File: src/rtl/traffic_request_conditioner_pkg.sv
// traffic_request_conditioner_pkg: channel state encoding and sensor bit groups
package traffic_request_conditioner_pkg;
    typedef enum logic [2:0] {
        ST_IDLE  = 3'd0,
        ST_QUAL  = 3'd1,
        ST_PEND  = 3'd2,
        ST_SERVE = 3'd3,
        ST_REARM = 3'd4
    } ch_state_t;
    localparam int NS_HI  = 7;
    localparam int NS_LO  = 5;
    localparam int PED_HI = 4;
    localparam int PED_LO = 3;
    localparam int EW_HI  = 2;
    localparam int EW_LO  = 0;
endpackage

File: src/rtl/traffic_request_conditioner_request_channel.sv
// request_channel: qualifies one synchronized input into a latched request with starvation flag
module request_channel
    import traffic_request_conditioner_pkg::*;
#(
    parameter int QUAL_CYCLES  = 2,
    parameter int MAX_WAIT     = 30,
    parameter int CNT_W        = 8,
    parameter bit NEED_RELEASE = 1'b0
) (
    input  logic clk,
    input  logic rst,
    input  logic s,
    input  logic grant,
    output logic req,
    output logic starve
);
    localparam logic [CNT_W-1:0] QMAX = CNT_W'(QUAL_CYCLES);
    localparam logic [CNT_W-1:0] WMAX = CNT_W'(MAX_WAIT);
    ch_state_t        r_state;
    logic [CNT_W-1:0] r_qcnt;
    logic [CNT_W-1:0] r_wcnt;
    logic             r_req;
    logic             r_starve;
    logic [CNT_W-1:0] w_wcnt_inc;
    assign w_wcnt_inc = (&r_wcnt) ? r_wcnt : r_wcnt + 1'b1;
    always_ff @(posedge clk) begin
        if (rst) begin
            r_state  <= ST_IDLE;
            r_qcnt   <= '0;
            r_wcnt   <= '0;
            r_req    <= 1'b0;
            r_starve <= 1'b0;
        end else begin
            case (r_state)
                ST_IDLE: if (s) begin
                    r_state <= ST_QUAL;
                    r_qcnt  <= CNT_W'(1);
                end
                ST_QUAL: if (!s) begin
                    r_state <= ST_IDLE;
                    r_qcnt  <= '0;
                end else if (r_qcnt == QMAX) begin
                    r_state  <= ST_PEND;
                    r_qcnt   <= '0;
                    r_wcnt   <= '0;
                    r_req    <= 1'b1;
                    r_starve <= 1'b0;
                end else begin
                    r_qcnt <= r_qcnt + 1'b1;
                end
                ST_PEND: if (grant) begin
                    r_state  <= ST_SERVE;
                    r_wcnt   <= '0;
                    r_req    <= 1'b0;
                    r_starve <= 1'b0;
                end else begin
                    r_wcnt   <= w_wcnt_inc;
                    r_starve <= w_wcnt_inc >= WMAX;
                end
                ST_SERVE: if (!grant) r_state <= NEED_RELEASE ? ST_REARM : ST_IDLE;
                ST_REARM: if (!s) r_state <= ST_IDLE;
                default: r_state <= ST_IDLE;
            endcase
        end
    end
    assign req    = r_req;
    assign starve = r_starve;
endmodule

File: src/rtl/traffic_request_conditioner.sv
// traffic_request_conditioner: synchronizes sensor switches and drives three request channels
module traffic_request_conditioner
    import traffic_request_conditioner_pkg::*;
#(
    parameter int QUAL_CYCLES = 2,
    parameter int MAX_WAIT    = 30,
    parameter int CNT_W       = 8
) (
    input  logic       clk,
    input  logic       rst,
    input  logic [7:0] sensor,
    input  logic       grant_ns,
    input  logic       grant_ew,
    input  logic       grant_ped,
    output logic       car_ns,
    output logic       car_ew,
    output logic       ped,
    output logic [2:0] starve
);
    logic [7:0] r_sync1;
    logic [7:0] r_sync2;
    logic       w_s_ns;
    logic       w_s_ped;
    logic       w_s_ew;
    always_ff @(posedge clk) begin
        if (rst) begin
            r_sync1 <= '0;
            r_sync2 <= '0;
        end else begin
            r_sync1 <= sensor;
            r_sync2 <= r_sync1;
        end
    end
    assign w_s_ns  = |r_sync2[NS_HI:NS_LO];
    assign w_s_ped = |r_sync2[PED_HI:PED_LO];
    assign w_s_ew  = |r_sync2[EW_HI:EW_LO];
    request_channel #(
        .QUAL_CYCLES(QUAL_CYCLES), .MAX_WAIT(MAX_WAIT), .CNT_W(CNT_W), .NEED_RELEASE(1'b0)
    ) u_ns (
        .clk(clk), .rst(rst), .s(w_s_ns), .grant(grant_ns), .req(car_ns), .starve(starve[2])
    );
    request_channel #(
        .QUAL_CYCLES(QUAL_CYCLES), .MAX_WAIT(MAX_WAIT), .CNT_W(CNT_W), .NEED_RELEASE(1'b1)
    ) u_ped (
        .clk(clk), .rst(rst), .s(w_s_ped), .grant(grant_ped), .req(ped), .starve(starve[1])
    );
    request_channel #(
        .QUAL_CYCLES(QUAL_CYCLES), .MAX_WAIT(MAX_WAIT), .CNT_W(CNT_W), .NEED_RELEASE(1'b0)
    ) u_ew (
        .clk(clk), .rst(rst), .s(w_s_ew), .grant(grant_ew), .req(car_ew), .starve(starve[0])
    );
endmodule
File: config.mk
export PLATFORM = sky130hd
export DESIGN_NAME = traffic_request_conditioner
export DESIGN_NICKNAME = d
export VERILOG_FILES = /design/src/rtl/traffic_request_conditioner_pkg.sv /design/src/rtl/traffic_request_conditioner_request_channel.sv /design/src/rtl/traffic_request_conditioner.sv
export SDC_FILE = /design/constraint.sdc
export NUM_CORES = 1
export LEC_CHECK = 0
export ABC_CLOCK_PERIOD_IN_PS = 2400
export CAP_MARGIN = 5
export CELL_PAD_IN_SITES_DETAIL_PLACEMENT = 1
export CELL_PAD_IN_SITES_GLOBAL_PLACEMENT = 1
export CORE_MARGIN = 2
export CORE_UTILIZATION = 46
export CTS_CLUSTER_DIAMETER = 80
export DETAILED_ROUTE_END_ITERATION = 12
export GPL_TIMING_DRIVEN = 0
export PLACE_DENSITY = 0.9
export SLEW_MARGIN = 20
export SYNTH_ARGS = -nofsm -noshare
export SYNTH_HDL_FRONTEND = slang
export SYNTH_SLANG_ARGS = --single-unit
File: constraint.sdc
create_clock -name clk -period 2.4 [get_ports clk]
set_input_delay 0.24 -clock clk [delete_from_list [all_inputs] [get_ports clk]]
set_output_delay 0.24 -clock clk [all_outputs]
set_load 0.01 [all_outputs]
==> results.sh <==
export IMPL_yosysTopAreaCellShare=0.376
export IMPL_grt_ovfl_total=0
export IMPL_post_cts_buffers=0
export IMPL_cts_tree="yes"
export IMPL_clk_latency_ns=0.35
export IMPL_yosysMostFrequentCell="dfxtp_1"
export IMPL_cp_max_fo=8
export IMPL_intPower_mw=2.23
export IMPL_tns_ns=0
export IMPL_p_seq_frac=0.438
export IMPL_required_ns=2.67
export IMPL_multi_input_area_mm2=0.00236
export IMPL_dp_hpwl_mm=7.83
export IMPL_pwr_share_comb=0.210
export IMPL_start_util=0.472
export IMPL_vdd_drop_max_v=0.000427
export IMPL_synth_fa_ha_area_frac=0.0519
export IMPL_totalPowerFinal_mw=3.19
export IMPL_crit_path_start_kind="flop"
export IMPL_cts_buffers=9
export IMPL_wire_per_inst_um=18.5
export IMPL_slew_violations=0
export IMPL_leakagePower_nw=1.59
export IMPL_cts_htree_levels=3
export IMPL_muxShareOfSynthArea=0.0165
export IMPL_clock_path_buffers=2
export IMPL_worstHoldPathType="input port to flop"
export IMPL_hold_buffers=0
export IMPL_worstSetupEndpointType="flop"
export IMPL_critPathBufInv=1
export IMPL_finalWeightedCongestion=0.899
export IMPL_cpPeakStageDelay_ns=0.47
export IMPL_dieArea_mm2=0.00967
export IMPL_synthSimpleGateAreaFrac=0.255
export IMPL_min_period_ns=2.20
export IMPL_critPathArrivalTime_ns=2.46
export IMPL_wl_met2_mm=5.91
export IMPL_synth_area_leader_cell="dfxtp_1"
export IMPL_cts_resized=0
export IMPL_highest_layer="met4"
export IMPL_cts_root_buf="clkbuf_8"
export IMPL_antenna_found_initial=0
export IMPL_io_buffers=18
export IMPL_maxSlewHeadroom=0.414
export IMPL_synth_edff_count=0
export IMPL_fillers=1070
export IMPL_fin_worst_skew_ns=0.00954
export IMPL_setup_violations=0
export IMPL_timing_rr_start="u_ped.r_wcnt[0]"
export IMPL_crit_path_start="u_ped.r_wcnt[0]"
export IMPL_ys_seq_elements=77
export IMPL_met1_length_mm=5.04
export IMPL_die_w_um=98.4
export IMPL_grt_pass1_vias=4031
export IMPL_synth_top_family_by_area="simple AND/OR/NAND/NOR gates"
export IMPL_synth_area_leaders="dfxtp_1, ha_1, nor2_1"
export IMPL_layout_drive_gt1_share=0.0923
export IMPL_synth_cell_types=72
export IMPL_synth_ff_type="dfxtp_1"
export IMPL_grt_usage=0.245
export IMPL_power_frac_clock=0.353
export IMPL_first_pass_iters=4
export IMPL_final_nets=545
export IMPL_io_pins=19
export IMPL_p_sw_mw=0.952
export IMPL_clkSinkCount=77
export IMPL_achievable_frequency_mhz=455
export IMPL_syn_to_final_growth_pct=13.4
export IMPL_switching_share=0.299
export IMPL_hold_viol_final=0
export IMPL_syn_area_mm2=0.00410
export IMPL_n_antenna_cell=0
export IMPL_syn_num_nets=516
export IMPL_worstMarginPinSlew_ns=0.871
export IMPL_yosysSeqAreaShare=0.376
export IMPL_drc=0
export IMPL_synthCells=486
export IMPL_hp_start="sensor[0]"
export IMPL_vias_per_cell=6.06
export IMPL_synthArstFlopShare=0
export IMPL_status="completed"
export IMPL_rsz0062_at_grt="no"
export IMPL_crit_family="simple AND/OR/NAND/NOR gates"
export IMPL_coreArea_mm2=0.00868
export IMPL_path_clk_slew_ns=0.08
export IMPL_crit_slowest_cell="dfxtp_1"
export IMPL_die_y_um=98.4
export IMPL_critPathKind="flop to flop"
export IMPL_grt_pass1_wl_mm=19.5
export IMPL_synth_common_cells="dfxtp_1, nor2_1, nand2_1"
export IMPL_cellPowerDensity_mw_per_mm2=686
export IMPL_drv_cap=0
export IMPL_yosys_warnings=0
export IMPL_wl_met3_um=418
export IMPL_synthXorXnorAreaFrac=0.0385
export IMPL_grt_max_degree=13
export IMPL_fin_util=0.535
export IMPL_fin_hold_ws_ns=0.441
export IMPL_drtIter0Drc=109
export IMPL_wl_mm=11.6
export IMPL_path_cells="ha_1 > clkbuf_1 > and4_1 > nand3_1 > nor2_1 > o21ai_0 > a311oi_1"
export IMPL_rows=34
export IMPL_fin_crit_sh=0.916
export IMPL_regArea_mm2=0.00154
export IMPL_synth_compound_area_share=0.213
export IMPL_syn_area_per_cell_um2=8.43
export IMPL_route_vias_total=3807
export IMPL_antenna_left=0
-- flip-flops by register name, indices dropped and copies added (netlist names) --
register / cells
u_ns.r_qcnt: 8
u_ew.r_state: 2
u_ped.starve: 1
r_sync1: 8
u_ped.r_state: 3
u_ew.r_wcnt: 8
r_sync2: 8
u_ped.r_qcnt: 8
u_ped.req: 1
u_ew.starve: 1
u_ns.r_wcnt: 8
u_ped.r_wcnt: 8
u_ns.starve: 1
u_ew.r_qcnt: 8
u_ew.req: 1
u_ns.req: 1
u_ns.r_state: 2
-- layout make-up --
type	count	area share
Multi-Input combinational cell	364	0.508
Sequential cell	77	0.332
Timing Repair Buffer	18	0.0388
Clock buffer	12	0.0334
Tap cell	108	0.0291
Buffer	27	0.0288
Clock inverter	4	0.0151
Inverter	18	0.0146
-- logic make-up (layout without fill, tap and decap cells) --
| logic type | after synthesis | count (layout) |
|---|---|---|
| AO/OA/AOI/OAI | 123 | 123 |
| XOR/XNOR | 18 | 18 |
| adder cells (fa/ha/maj) | 17 | 17 |
| buffers and inverters | 45 | 79 |
| flip-flops | 77 | 77 |
| multiplexers | 6 | 6 |
| AND/OR/NAND/NOR | 200 | 200 |
-- power by group through the flow --
stage | combinational [mW] | clock, mW | sequential, mW
floorplan | 0.473 | 0 | 1.41
global placement | 0.615 | 0 | 1.41
detailed placement | 0.656 | 0 | 1.42
CTS | 0.665 | 1.14 | 1.39
global route | 0.740 | 1.19 | 1.40
finish | 0.668 | 1.12 | 1.39
-- cell usage in the layout (no fill, tap or decap), types with 12 or more instances in the layout --
master	count
dfxtp_1	77
nor2_1	50
nand2_1	40
a21oi_1	29
nand3_1	23
o21ai_0	23
nor2b_1	20
clkbuf_1	19
inv_1	18
clkdlybuf4s50_1	18
ha_1	17
a211oi_1	16
xor2_1	13
nand4_1	12
-- path summary, 6_finish.rpt --
path                            cells past startpoint  slack [ns]         endpoint
worst min-delay path                                2        0.44       r_sync1[0]
worst max-delay path                                7        0.20  u_ped.r_wcnt[5]
worst min register to register                      1        0.45       r_sync2[5]
worst max register to register                      7        0.20  u_ped.r_wcnt[5]
-- metal layers --
metal	vias to the layer above	GRT usage
met4	0	0.110
met2	75	0.429
met1	1885	0.297
met5	-	0
met3	21	0.0365
li1	1826	-
-- stage by stage --
stage                     setup WS, ns  instance area, µm²  std cells
after floorplan                  0.483                4100        486
after CTS                       0.0825                4640        628
final                            0.203                4640        628
after global placement          0.0458                4410        612
after global routing           0.00285                4640        628
after detailed placement       -0.0662                4410        612
(Power assumes the default switching activity.)
